--- config.mk ---
export PLATFORM = sky130hd
export DESIGN_NAME = mult_err_stats
export DESIGN_NICKNAME = d
export VERILOG_FILES = /design/src/rtl/mult_err_stats.sv
export SDC_FILE = /design/constraint.sdc
export NUM_CORES = 2
export LEC_CHECK = 0
export BUFFER_PORTS_ARGS = -buffer_cell sky130_fd_sc_hd__buf_2
export CORE_ASPECT_RATIO = 0.5
export CORE_UTILIZATION = 43
export DETAILED_ROUTE_END_ITERATION = 10
export GPL_TIMING_DRIVEN = 0
export PLACE_DENSITY_LB_ADDON = 0.3
export SYNTH_ARGS = -nofsm -noshare
export SYNTH_HDL_FRONTEND = slang
export SYNTH_SLANG_ARGS = --single-unit
--- constraint.sdc ---
create_clock -name i_clk -period 10.7 [get_ports i_clk]
set_input_delay 1.07 -clock i_clk [delete_from_list [all_inputs] [get_ports i_clk]]
set_output_delay 1.07 -clock i_clk [all_outputs]
set_load 0.02 [all_outputs]
--- src/rtl/mult_err_stats.sv ---
// Error statistics for the 16x16 approximate signed multiplier.
// Optional worst-sample operand capture: MAXERR_CAPTURE_EN.
module mult_err_stats #(
  parameter int N_SAMPLES = 256,
  parameter int CNT_W     = $clog2(N_SAMPLES) + 1
) (
  input  logic                               i_clk,
  input  logic                               i_rst_n,
  input  logic                               i_start,
  input  logic                               i_valid,
  output logic                               o_ready,
  input  logic [15:0]                        i_a,
  input  logic [15:0]                        i_b,
  input  logic [31:0]                        i_z,
  output logic                               o_done,
  output logic [34+$clog2(N_SAMPLES)-1:0]    o_sum_err,
  output logic [33+$clog2(N_SAMPLES)-1:0]    o_sum_abs,
  output logic [32:0]                        o_max_abs,
  output logic [CNT_W-1:0]                   o_nz_cnt,
  output logic [15:0]                        o_max_a,
  output logic [15:0]                        o_max_b
);

  localparam int LG   = $clog2(N_SAMPLES);
  localparam int SE_W = 34 + LG;
  localparam int SA_W = 33 + LG;

  typedef enum logic [1:0] {
    S_IDLE, S_RUN, S_DRAIN, S_DONE
  } state_e;

  state_e state_q, state_d;
  logic [1:0] drn_q, drn_d;
  logic [CNT_W-1:0] cnt_q, cnt_d;

  logic accept, last, clr;

  logic               s1_vld_q, s1_vld_d;
  logic signed [15:0] a_s1_q, a_s1_d;
  logic signed [15:0] b_s1_q, b_s1_d;
  logic signed [31:0] z_s1_q, z_s1_d;

  logic               s2_vld_q, s2_vld_d;
  logic signed [32:0] err_s2_q, err_s2_d;
  logic [32:0]        abs_s2_q, abs_s2_d;
  logic signed [31:0] exact;

  logic [SE_W-1:0]  sum_err_q, sum_err_d;
  logic [SA_W-1:0]  sum_abs_q, sum_abs_d;
  logic [32:0]      max_abs_q, max_abs_d;
  logic [CNT_W-1:0] nz_q, nz_d;
  logic             upd_max;

  assign accept = i_valid && (state_q == S_RUN);
  assign last   = accept && (cnt_q == CNT_W'(N_SAMPLES - 1));
  assign clr    = i_start &&
                  ((state_q == S_IDLE) || (state_q == S_DONE));

  always_ff @(posedge i_clk) begin
    if (!i_rst_n) begin
      state_q <= S_IDLE;
      drn_q   <= '0;
      cnt_q   <= '0;
    end else begin
      state_q <= state_d;
      drn_q   <= drn_d;
      cnt_q   <= cnt_d;
    end
  end

  always_comb begin
    state_d = state_q;
    unique case (state_q)
      S_IDLE:  if (i_start) state_d = S_RUN;
      S_RUN:   if (last) state_d = S_DRAIN;
      S_DRAIN: if (drn_q == 2'd2) state_d = S_DONE;
      S_DONE:  if (i_start) state_d = S_RUN;
      default: state_d = S_IDLE;
    endcase
  end

  always_comb begin
    o_ready = (state_q == S_RUN);
    o_done  = (state_q == S_DONE);
    drn_d   = (state_q == S_DRAIN) ? drn_q + 2'd1 : 2'd0;
    cnt_d   = cnt_q;
    if (clr)         cnt_d = '0;
    else if (accept) cnt_d = cnt_q + 1'b1;
  end

  always_comb begin
    s1_vld_d = accept;
    a_s1_d   = accept ? i_a : a_s1_q;
    b_s1_d   = accept ? i_b : b_s1_q;
    z_s1_d   = accept ? i_z : z_s1_q;
    exact    = 32'(a_s1_q) * 32'(b_s1_q);
    s2_vld_d = s1_vld_q;
    err_s2_d = 33'(z_s1_q) - 33'(exact);
    abs_s2_d = err_s2_d[32] ? 33'd0 - err_s2_d : err_s2_d;
  end

  // Strict compare keeps the earliest worst sample on ties.
  assign upd_max = s2_vld_q && (abs_s2_q > max_abs_q);

  always_comb begin
    sum_err_d = sum_err_q;
    sum_abs_d = sum_abs_q;
    max_abs_d = max_abs_q;
    nz_d      = nz_q;
    if (clr) begin
      sum_err_d = '0;
      sum_abs_d = '0;
      max_abs_d = '0;
      nz_d      = '0;
    end else if (s2_vld_q) begin
      sum_err_d = sum_err_q
                + {{(SE_W-33){err_s2_q[32]}}, err_s2_q};
      sum_abs_d = sum_abs_q
                + {{(SA_W-33){1'b0}}, abs_s2_q};
      nz_d      = nz_q
                + {{(CNT_W-1){1'b0}}, |err_s2_q};
      if (upd_max) max_abs_d = abs_s2_q;
    end
  end

  always_ff @(posedge i_clk) begin
    if (!i_rst_n) begin
      s1_vld_q  <= 1'b0;
      a_s1_q    <= '0;
      b_s1_q    <= '0;
      z_s1_q    <= '0;
      s2_vld_q  <= 1'b0;
      err_s2_q  <= '0;
      abs_s2_q  <= '0;
      sum_err_q <= '0;
      sum_abs_q <= '0;
      max_abs_q <= '0;
      nz_q      <= '0;
    end else begin
      s1_vld_q  <= s1_vld_d;
      a_s1_q    <= a_s1_d;
      b_s1_q    <= b_s1_d;
      z_s1_q    <= z_s1_d;
      s2_vld_q  <= s2_vld_d;
      err_s2_q  <= err_s2_d;
      abs_s2_q  <= abs_s2_d;
      sum_err_q <= sum_err_d;
      sum_abs_q <= sum_abs_d;
      max_abs_q <= max_abs_d;
      nz_q      <= nz_d;
    end
  end

  assign o_sum_err = sum_err_q;
  assign o_sum_abs = sum_abs_q;
  assign o_max_abs = max_abs_q;
  assign o_nz_cnt  = nz_q;

`ifdef MAXERR_CAPTURE_EN
  logic [15:0] a_s2_q, a_s2_d;
  logic [15:0] b_s2_q, b_s2_d;
  logic [15:0] max_a_q, max_a_d;
  logic [15:0] max_b_q, max_b_d;

  always_comb begin
    a_s2_d  = a_s1_q;
    b_s2_d  = b_s1_q;
    max_a_d = max_a_q;
    max_b_d = max_b_q;
    if (clr) begin
      max_a_d = '0;
      max_b_d = '0;
    end else if (upd_max) begin
      max_a_d = a_s2_q;
      max_b_d = b_s2_q;
    end
  end

  always_ff @(posedge i_clk) begin
    if (!i_rst_n) begin
      a_s2_q  <= '0;
      b_s2_q  <= '0;
      max_a_q <= '0;
      max_b_q <= '0;
    end else begin
      a_s2_q  <= a_s2_d;
      b_s2_q  <= b_s2_d;
      max_a_q <= max_a_d;
      max_b_q <= max_b_d;
    end
  end

  assign o_max_a = max_a_q;
  assign o_max_b = max_b_q;
`else
  assign o_max_a = '0;
  assign o_max_b = '0;
`endif

endmodule

==> qor.csv <==
stage,metric,value,unit
status,outcome,"complete, but fails checks",
status,violated checks,DRC,
clock_tree,clk slew on worst S/H paths,0.07,ns
worst_setup_path,critical path class,register to register,
pwr,Power Density,289,nW/µm²
worst_setup_path,CP Capture Type,register,
drt,drt via density,5.23,
drt,Remaining DRCs,1,
sta,WHS,0.414,ns
sta,post-layout minimum cycle time,8.66,ns
cells_and_area,share of cells above drive strength 1,9.14,%
logic_synthesis,Synth Register Bits,269,
clock_tree,post-cts repair resize count,0,
logic_synthesis,Unique masters post-synth,84,
clock_tree,Post-CTS Setup Bufs,0,
grt,global-route wire length before repair,123000,µm
logic_synthesis,most area-consuming cells after synthesis,"fa_1, dfxtp_1, ha_1",
worst_setup_path,Arrival @ worst endpoint,9.17,ns
logic_synthesis,top-area cell type share of the netlist area,23.0,%
sta,setup tns final,0,ns
die,DIE AREA,63100,µm²
pwr,switching pwr,4.44,mW
logic_synthesis,sequential fraction of the synthesis area,20.2,%
pwr,Int Pwr,4.20,mW
grt,vias in the first global route,22200,
logic_synthesis,"Warnings, synthesis",0,
drt,First DRT Iteration DRCs,1250,
worst_setup_path,CP startpoint kind,register,
sta,max_slew headroom,25.3,%
pwr,clock power share,13.6,%
grt,GRT overflow,0,
clock_tree,Root Driver,clkbuf_16,
worst_setup_path,CP peak stage delay,0.82,ns
die,chip width,354,µm
logic_synthesis,Synth Instances,3166,
worst_setup_path,crit path max-delay cell type,a2111oi_0,
clock_tree,CTS tree,built,
logic_synthesis,ys flop type,dfxtp_1,
logic_synthesis,Mapped Area,26700,µm²
drt,WL final,79300,µm
placement,placed cell area,28800,µm²
grt,GR Util All Layers,25.1,%
sta,Fin. Hold Viols,0,
clock_tree,clk buf depth,3,
placement,Post-DP HPWL,64100,µm
logic_synthesis,share of flip-flops with an asynchronous set or reset,0,%
worst_setup_path,worst path required time,11.20,ns
die,Die H,178,µm
logic_synthesis,number of synthesized flops with an enable pin,0,
cells_and_area,Area Overhead vs Synth,12.0,%
clock_tree,Sink Count,269,
cells_and_area,final instance area,29900,µm²
job,max cap viols,0,
pwr,Leakage,13.6,nW
logic_synthesis,largest area contributor in the netlist,fa_1,
die,row cnt,64,
placement,port bufs,194,
hold_path,HP Class,register to register,
sta,max-slew violations,0,
drt,via count,22300,
logic_synthesis,Syn Area/Cell,8.43,µm²
grt,initial antenna violation count,0,
sta,RSZ-0062 raised after global routing,false,
pwr,Sequential Power Share,16.7,%
sta,slew of the pin with the lowest slew margin,1.12,ns
drt,drt pass-1 iters,11,
clock_tree,htree depth,1,
placement,global placement routability congestion,0.950,
sta,Fin Clk Skew,0.0355,ns
grt,largest net degree at the start of global routing,16,
worst_setup_path,"most used cell, CP",fa_1,
drt,drt wl/cell,18.6,µm
sta,Final Cycle Share,81.0,%
cells_and_area,nets@finish,4009,
cells_and_area,"commonest cells after routing, fill and taps aside","inv_1, nand2_1, fa_1",
sta,endpoints failing setup,0,
cells_and_area,# fillers,5914,
sta,FMAX,115,MHz
die,Ports,227,
pwr,Sw Ratio,51.4,%
pwr,Gate power share,69.7,%
clock_tree,CTS Hold Bufs,0,
cells_and_area,"most common cell after layout, fill and taps aside",inv_1,
clock_tree,clock latency on the worst-skew pair,0.63,ns
worst_setup_path,Max Fanout on Critical Path,10,
clock_tree,TritonCTS buffer count,29,
worst_setup_path,FF-to-FF path depth,26,
die,initial core utilization,43.6,%
pwr,peak supply drop,0.287,mV
die,core area,61200,µm²
hold_path,Worst Hold Depth,1,
cells_and_area,antenna diode count,0,
drt,Post-DRT Antenna Nets,0,
## worst max-delay path, delay by kind of cell (launching register included)
family / cells / cell delay [ns]
AO/OA/AOI/OAI: 4 / 1.32
XOR/XNOR: 1 / 0.50
adder cells (fa/ha/maj): 7 / 3.24
buffers and inverters: 7 / 1.63
flip-flops: 1 / 0.31
multiplexers: 1 / 0.33
AND/OR/NAND/NOR: 6 / 1.19
## registers in the layout (all words and copies together), names as in the netlist, 2 cells and up
register / flops
o_sum_err: 42
o_sum_abs: 41
err_s2_q: 33
o_max_abs: 33
abs_s2_q: 32
z_s1_q: 32
a_s1_q: 16
b_s1_q: 16
cnt_q: 9
o_nz_cnt: 9
drn_q: 2
state_q: 2
## Yosys cell counts (all sizes together) (4+ instances only)
cell     instances
nand2b          20
o211ai          13
a2111oi          9
and4             5
nor3b            6
a211o            5
xnor2           78
a31oi           16
nand3           57
nand2          351
nor3            33
ha             212
and2           154
o21a            22
buf             52
or4              4
and3            21
a211oi          15
or2              8
o31ai           12
mux2i           40
a21oi          240
fa             307
nor2b           38
a21boi          13
inv            458
nor2           197
o311ai           4
o21ai          124
nand3b           5
o22ai            6
nand4           35
o21bai          16
dfxtp          269
or3             25
clkbuf         112
nor4            18
nand4b           4
a21o            74
xor2            47
a311oi           6
## logic make-up after synthesis
group                      synth area share [%]
and+or+nand+nor                            18.0
buffers and inverters                      9.29
AOI/OAI and AO/OA                          13.8
adders and majority gates                  33.0
DFF                                        20.2
xor gates and xnor gates                   4.13
muxes                                      1.59
other                                    0.0141
## area by class of cell
cell class	count	area [µm²]	area share, %
multi-input combinational	2306	18900	63.3
sequential	269	5390	18.0
inverter	458	1720	5.75
tap	825	1030	3.45
timing repair buffer	194	971	3.25
clock buffer	32	767	2.57
buffer	164	759	2.54
clock inverter	22	322	1.08
## final timing paths
| check | from | to | slack [ns] |
|---|---|---|---|
| worst max-delay path | b_s1_q[6] | abs_s2_q[31] | 2.04 |
| worst min-delay path | drn_q[0] | drn_q[0] | 0.41 |
| worst max register to register | b_s1_q[6] | abs_s2_q[31] | 2.04 |
| worst min register to register | drn_q[0] | drn_q[0] | 0.41 |
## per-layer routing
layer	global-route usage [%]	vias up	part of all wire, %
li1	-	10800	-
met2	41.7	606	46
met3	5.34	142	6.8
met4	9.05	0	4.0
met1	32.4	10800	44
met5	0	-	0
## power by group through the flow
stage	combinational [mW]	sequential [mW]	clock, mW
after CTS	5.95	1.43	1.19
after detailed placement	5.92	1.45	0
after floorplan	4.47	1.32	0
after global routing	6.64	1.44	1.23
final	6.03	1.44	1.18
after global placement	5.83	1.45	0
## stage by stage
step	utilization, %	power [mW]	instances	setup WS [ns]
finish	48.8	8.64	4270	2.04
detailed placement	47.1	7.37	4216	2.09
global placement	47.1	7.28	4216	2.19
CTS	48.8	8.56	4270	2.08
floorplan	-	5.80	3197	3.42
global route	48.8	9.32	4270	1.38
Power figures use the tool's default switching activity.
